### config.mk
export PLATFORM = sky130hd
export DESIGN_NAME = demux_1_8_wr_flat
export DESIGN_NICKNAME = d
export VERILOG_FILES = /design/src/rtl/demux_1_8_wr_pkg.sv /design/src/rtl/demux_1_8_wr_if.sv /design/src/rtl/demux_1_8_wr_bank_reg.sv /design/src/rtl/demux_1_8_wr.sv /design/src/flat_wrapper.sv
export SDC_FILE = /design/constraint.sdc
export NUM_CORES = 1
export LEC_CHECK = 0
export ABC_AREA = 1
export CAP_MARGIN = 5
export CORE_ASPECT_RATIO = 0.7
export CORE_UTILIZATION = 47
export DETAILED_ROUTE_END_ITERATION = 7
export PLACE_DENSITY = 0.79
export SYNTH_ARGS = -nofsm -noshare
export SYNTH_HDL_FRONTEND = slang
export SYNTH_SLANG_ARGS = --single-unit
### constraint.sdc
create_clock -name SYS_CLK -period 1.5 [get_ports SYS_CLK]
set_input_delay 0.3 -clock SYS_CLK [delete_from_list [all_inputs] [get_ports SYS_CLK]]
set_output_delay 0.3 -clock SYS_CLK [all_outputs]
set_load 0.1 [all_outputs]
### src/rtl/demux_1_8_wr_pkg.sv
// demux_1_8_wr_pkg: shared sizes and fill-state encoding for the 1:8 write-side demux.
package demux_1_8_wr_pkg;

    localparam int DEPTH = 8;
    localparam int PTR_W = 3;
    localparam logic [PTR_W-1:0] LAST_SLOT = PTR_W'(DEPTH - 1);

    typedef enum logic {
        FILL = 1'b0,
        FULL = 1'b1
    } state_t;

endpackage

### src/rtl/demux_1_8_wr_if.sv
// demux_1_8_wr_if: word stream in, parallel bank out, release handshake from the reader.
interface demux_1_8_wr_if
    import demux_1_8_wr_pkg::*;
#(
    parameter int DW = 8
);

    logic [DW-1:0]       in_data;
    logic                in_valid;
    logic                in_ready;
    logic [DEPTH*DW-1:0] bank_data;
    logic                bank_full;
    logic                bank_release;
    logic [PTR_W-1:0]    wr_ptr;
    logic                release_err;

    modport master (
        output in_data, in_valid, bank_release,
        input  in_ready, bank_data, bank_full, wr_ptr, release_err
    );

    modport slave (
        input  in_data, in_valid, bank_release,
        output in_ready, bank_data, bank_full, wr_ptr, release_err
    );

endinterface

### src/rtl/demux_1_8_wr_bank_reg.sv
// demux_1_8_wr_bank_reg: DEPTH x DW register bank, one addressed write port, flat parallel read-out.
module demux_1_8_wr_bank_reg
    import demux_1_8_wr_pkg::*;
#(
    parameter int DW = 8
) (
    input  logic                SYS_CLK,
    input  logic                SYS_NRST,
    input  logic                we_i,
    input  logic [PTR_W-1:0]    addr_i,
    input  logic [DW-1:0]       wdata_i,
    output logic [DEPTH*DW-1:0] rdata_o
);

    logic [DW-1:0] mem_q [DEPTH];

    always_ff @(posedge SYS_CLK or negedge SYS_NRST) begin
        if (!SYS_NRST) begin
            for (int i = 0; i < DEPTH; i++) mem_q[i] <= '0;
        end else if (we_i) begin
            mem_q[addr_i] <= wdata_i;
        end
    end

    for (genvar k = 0; k < DEPTH; k++) begin : g_rd
        assign rdata_o[k*DW +: DW] = mem_q[k];
    end

endmodule

### src/rtl/demux_1_8_wr.sv
// demux_1_8_wr: packs 8 consecutive stream words into a bank presented in parallel to the 8:1 reader.
// Define DEMUX_1_8_PINGPONG_EN for double-buffered A/B banks (write one while the other is read).
module demux_1_8_wr
    import demux_1_8_wr_pkg::*;
#(
    parameter int DW = 8
) (
    input  logic          SYS_CLK,
    input  logic          SYS_NRST,
    demux_1_8_wr_if.slave bus
);

    logic [PTR_W-1:0]    wr_ptr_q, wr_ptr_d;
    logic                release_err_q, release_err_d;
    logic                rdy, full, xfer, slot7;
    logic [DEPTH*DW-1:0] data_a, rd_data;

    assign xfer     = bus.in_valid & rdy;
    assign slot7    = xfer & (wr_ptr_q == LAST_SLOT);
    assign wr_ptr_d = wr_ptr_q + PTR_W'(xfer);

    always_ff @(posedge SYS_CLK or negedge SYS_NRST) begin
        if (!SYS_NRST) begin
            wr_ptr_q      <= '0;
            release_err_q <= 1'b0;
        end else begin
            wr_ptr_q      <= wr_ptr_d;
            release_err_q <= release_err_d;
        end
    end

`ifdef DEMUX_1_8_PINGPONG_EN
    logic [1:0]          full_q, full_d;
    logic                wr_bank_q, wr_bank_d, rd_bank_q, rd_bank_d, rel_ok;
    logic [DEPTH*DW-1:0] data_b;

    // A release only counts against a bank that is actually held full.
    assign rel_ok = bus.bank_release & full_q[rd_bank_q];

    always_ff @(posedge SYS_CLK or negedge SYS_NRST) begin
        if (!SYS_NRST) begin
            full_q    <= '0;
            wr_bank_q <= 1'b0;
            rd_bank_q <= 1'b0;
        end else begin
            full_q    <= full_d;
            wr_bank_q <= wr_bank_d;
            rd_bank_q <= rd_bank_d;
        end
    end

    always_comb begin
        full_d = full_q;
        if (slot7) full_d[wr_bank_q] = 1'b1;
        if (rel_ok) full_d[rd_bank_q] = 1'b0;
        wr_bank_d     = wr_bank_q ^ slot7;
        rd_bank_d     = rd_bank_q ^ rel_ok;
        release_err_d = release_err_q | (bus.bank_release & ~full_q[rd_bank_q]);
    end

    always_comb begin
        rdy     = ~full_q[wr_bank_q];
        full    = full_q[rd_bank_q];
        rd_data = rd_bank_q ? data_b : data_a;
    end

    demux_1_8_wr_bank_reg #(.DW(DW)) u_bank_b (
        .SYS_CLK (SYS_CLK),
        .SYS_NRST(SYS_NRST),
        .we_i    (xfer & wr_bank_q),
        .addr_i  (wr_ptr_q),
        .wdata_i (bus.in_data),
        .rdata_o (data_b)
    );

    demux_1_8_wr_bank_reg #(.DW(DW)) u_bank_a (
        .SYS_CLK (SYS_CLK),
        .SYS_NRST(SYS_NRST),
        .we_i    (xfer & ~wr_bank_q),
        .addr_i  (wr_ptr_q),
        .wdata_i (bus.in_data),
        .rdata_o (data_a)
    );
`else
    state_t state_q, state_d;

    always_ff @(posedge SYS_CLK or negedge SYS_NRST) begin
        if (!SYS_NRST) state_q <= FILL;
        else           state_q <= state_d;
    end

    // A release seen while filling (even alongside the slot-7 write) is an error, not a drain.
    always_comb begin
        state_d       = (state_q == FILL) ? (slot7 ? FULL : FILL) : (bus.bank_release ? FILL : FULL);
        release_err_d = release_err_q | (bus.bank_release & (state_q == FILL));
    end

    always_comb begin
        rdy     = state_q == FILL;
        full    = state_q == FULL;
        rd_data = data_a;
    end

    demux_1_8_wr_bank_reg #(.DW(DW)) u_bank_a (
        .SYS_CLK (SYS_CLK),
        .SYS_NRST(SYS_NRST),
        .we_i    (xfer),
        .addr_i  (wr_ptr_q),
        .wdata_i (bus.in_data),
        .rdata_o (data_a)
    );
`endif

    assign bus.in_ready    = rdy;
    assign bus.bank_full   = full;
    assign bus.bank_data   = rd_data;
    assign bus.wr_ptr      = wr_ptr_q;
    assign bus.release_err = release_err_q;

endmodule

### src/flat_wrapper.sv
// flat-port wrapper written by rule: the top's interface ports become plain ports
module demux_1_8_wr_flat import demux_1_8_wr_pkg::*;
#(
    parameter int DW = 8
)
  (SYS_CLK, SYS_NRST, bus_in_data, bus_in_valid, bus_bank_release, bus_in_ready, bus_bank_data, bus_bank_full, bus_wr_ptr, bus_release_err);
  demux_1_8_wr_if #(.DW(DW)) bus_i ();
  input  logic SYS_CLK;
  input  logic SYS_NRST;
  input wire logic [$bits(bus_i.in_data)-1:0] bus_in_data;
  input wire logic [$bits(bus_i.in_valid)-1:0] bus_in_valid;
  input wire logic [$bits(bus_i.bank_release)-1:0] bus_bank_release;
  output wire logic [$bits(bus_i.in_ready)-1:0] bus_in_ready;
  output wire logic [$bits(bus_i.bank_data)-1:0] bus_bank_data;
  output wire logic [$bits(bus_i.bank_full)-1:0] bus_bank_full;
  output wire logic [$bits(bus_i.wr_ptr)-1:0] bus_wr_ptr;
  output wire logic [$bits(bus_i.release_err)-1:0] bus_release_err;
  assign bus_i.in_data = bus_in_data;
  assign bus_i.in_valid = bus_in_valid;
  assign bus_i.bank_release = bus_bank_release;
  assign bus_in_ready = bus_i.in_ready;
  assign bus_bank_data = bus_i.bank_data;
  assign bus_bank_full = bus_i.bank_full;
  assign bus_wr_ptr = bus_i.wr_ptr;
  assign bus_release_err = bus_i.release_err;
  demux_1_8_wr #(.DW(DW)) u_core (.SYS_CLK(SYS_CLK), .SYS_NRST(SYS_NRST), .bus(bus_i));
endmodule
==> reports/qor.txt <==
status: complete, no violations
Max clock buf depth: 2
R2R Path Start: u_core.bus.wr_ptr[1]
CP startpoint kind: register
Async SR Flop Fraction: 1.00
synthesis-to-finish area growth: 66.3%
Die Ht: 66.7 um
Initial Util: 0.488
vias: 2520
Slew HR: 0.642
core area: 5760 um2
first-iteration detailed-routing DRC count: 179
Worst path max stage delay: 550 ps
DR WL/cell: 17.0 um
clock-pin slew on the worst setup and hold paths: 70 ps
Critical Path Start: u_core.bus.bank_full
Seq/Total Area, Yosys: 0.615
final clock skew: 7.45 ps
Nets: 406
CTS buffer count: 9
Synth Cell Area: 2810 um2
Clk Latency, worst-skew pair: 350 ps
CTS sink cnt: 69
max-capacitance violation count: 0
share of cells above drive strength 1: 0.279
crit-path max FO: 5
Synth Flop Type: dfrtp_1
Synth area leader: dfrtp_1
Crit Path Class: reg2out
Final min period: 1450 ps
CTS tree: built
Pre-antenna DRT Iters: 4
buffer count from post-CTS setup fixing: 0
Mapped Nets: 322
Cell Area, Placed: 4470 um2
Slew Viols, Final: 0
Worst Tran Pin Value: 535 ps
CP Cell Sequence: inv_12, buf_12
largest net degree at the start of global routing: 70
cell count after synthesis: 308
DRC: 0
IO Pins: 82
Tcrit/Tclk final: 0.965
final design utilization: 0.811
hold buffers post-CTS: 1
GPL Wtd Cong: 0.790
final WL: 7.96 mm
grt ovf: 0
antenna violations before repair: 0
# diodes: 0
Bufs and invs on worst path: 2
vias per cell: 5.37
share of the synthesized area in the top cell type: 0.615
Min-Delay Path Class: in2async
ranking of synthesized cells by area: dfrtp_1 (61%), nand2_1 (20%), nand3_1 (5.9%)
highest clock rate: 691 MHz
CP delay by family, top: flip-flops
# setup viols final: 0
full die area: 6290 um2
Die Wd: 94.4 um
PortBufs: 81
Critical Path RT: 1200 ps
count leader, synth: nand2_1
first-pass GRT wire length: 12.7 mm
vias in the first global route: 2513
CP max-delay cell: dfrtp_4
H-tree levels: 3
# fillers: 345
Post-synth EDFFs: 0
Design Area, Final: 4670 um2
worst path arrival time: 1150 ps
most frequent cells after synthesis: nand2_1 (148), dfrtp_1 (69), nand3_1 (33), o21ai_0 (16), clkbuf_1 (9)
quantity of gates resized following cts: 0
CTS root buffer: clkbuf_8
Rows: 23
synthesized area per cell: 9.12 um2
Synth cell types: 18
RSZ-0062 raised after global routing: no
DRT antenna net count: 0
#FFs+latches synth: 69
critical path capture point type: output pin
All-Layer GR Usage: 0.282
Fin. Hold Viols: 0
detailed placer's ending HPWL: 5.43 mm
yosys warns: 0
final cells by class:
| type | instances | area (um2) | share of cell area |
|---|---|---|---|
| clock buffers | 11 | 151 | 0.0324 |
| clock inverters | 2 | 35.0 | 0.00750 |
| inverters | 7 | 38.8 | 0.00831 |
| multi-input cells | 217 | 998 | 0.214 |
| flip-flops and latches | 69 | 1740 | 0.373 |
| well taps | 75 | 93.8 | 0.0201 |
| repair buffers | 88 | 1610 | 0.345 |
worst paths after layout:
path | endpoint | slack (ps) | cells past startpoint
min in group SYS_CLK | u_core.bus.release_err | 520 | 1
min | u_core.u_bank_a.rdata_o[45] | 500 | 3
min reg2reg | u_core.bus.release_err | 520 | 1
max | bus_in_ready | 50 | 2
max in group asynchronous | u_core.bus.wr_ptr[1] | 680 | 3
max reg2reg | u_core.u_bank_a.rdata_o[12] | 80 | 5
logic make-up (layout without fill, tap and decap cells):
| group | Yosys count | after routing | share of synthesized area |
|---|---|---|---|
| AO/OA/AOI/OAI | 18 | 18 | 0.0330 |
| XOR/XNOR | 1 | 1 | 0.00312 |
| adder cells (fa/ha/maj) | 2 | 2 | 0.00891 |
| buffers and inverters | 22 | 108 | 0.0321 |
| flip-flops | 69 | 69 | 0.615 |
| AND/OR/NAND/NOR | 196 | 196 | 0.308 |
flip-flops by register name (all words and copies together), names as in the netlist:
register / count
u_core.bus.bank_full: 1
u_core.bus.release_err: 1
u_core.u_bank_a.rdata_o: 64
u_core.bus.wr_ptr: 3
per-layer routing:
metal  track usage  wire [um]  vias up
met4        0.0942        142        0
li1              -          -     1140
met3         0.114        760       20
met5             0          0        -
met1         0.361       3320     1213
met2         0.438       3730      147
through the flow:
stage,TNS [ps],hold slack [ps],setup WS (ps),std cells
2_1_floorplan,-64.6,4.41,-5.98,308
3_3_place_gp,-2030,349,-69.2,455
3_5_place_dp,-3290,354,-112,455
4_1_cts,0,522,48.0,469
5_1_grt,0,536,22.3,469
6_report,0,503,52.3,469
worst register-to-register path, cell delays in order (launching register included):
cell     delay [ps]
dfrtp_4         540
nor2_1          340
inv_1           130
nor2_4          210
nand2_1          70
nand2_1          80
layout by cell type, fill, tap and decap left out:
cell type,instances
clkdlybuf4s50_1,10
buf_12,74
inv_1,5
nor2_4,6
o21ai_1,1
dfrtp_4,3
nor2_1,1
bufinv_16,1
dfrtp_1,65
inv_12,1
xor2_1,1
ha_1,2
nand2_1,148
nand3_4,1
inv_2,1
clkbuf_8,11
dlygate4sd3_1,1
clkinv_2,1
a21o_1,1
o21ai_0,16
dfrtp_2,1
nand3_1,33
nor2_2,2
buf_2,1
buf_4,2
nand3_2,5
Power is not shown: default switching activity piles up to over one toggle a cycle in this logic, so the estimate is an artifact.
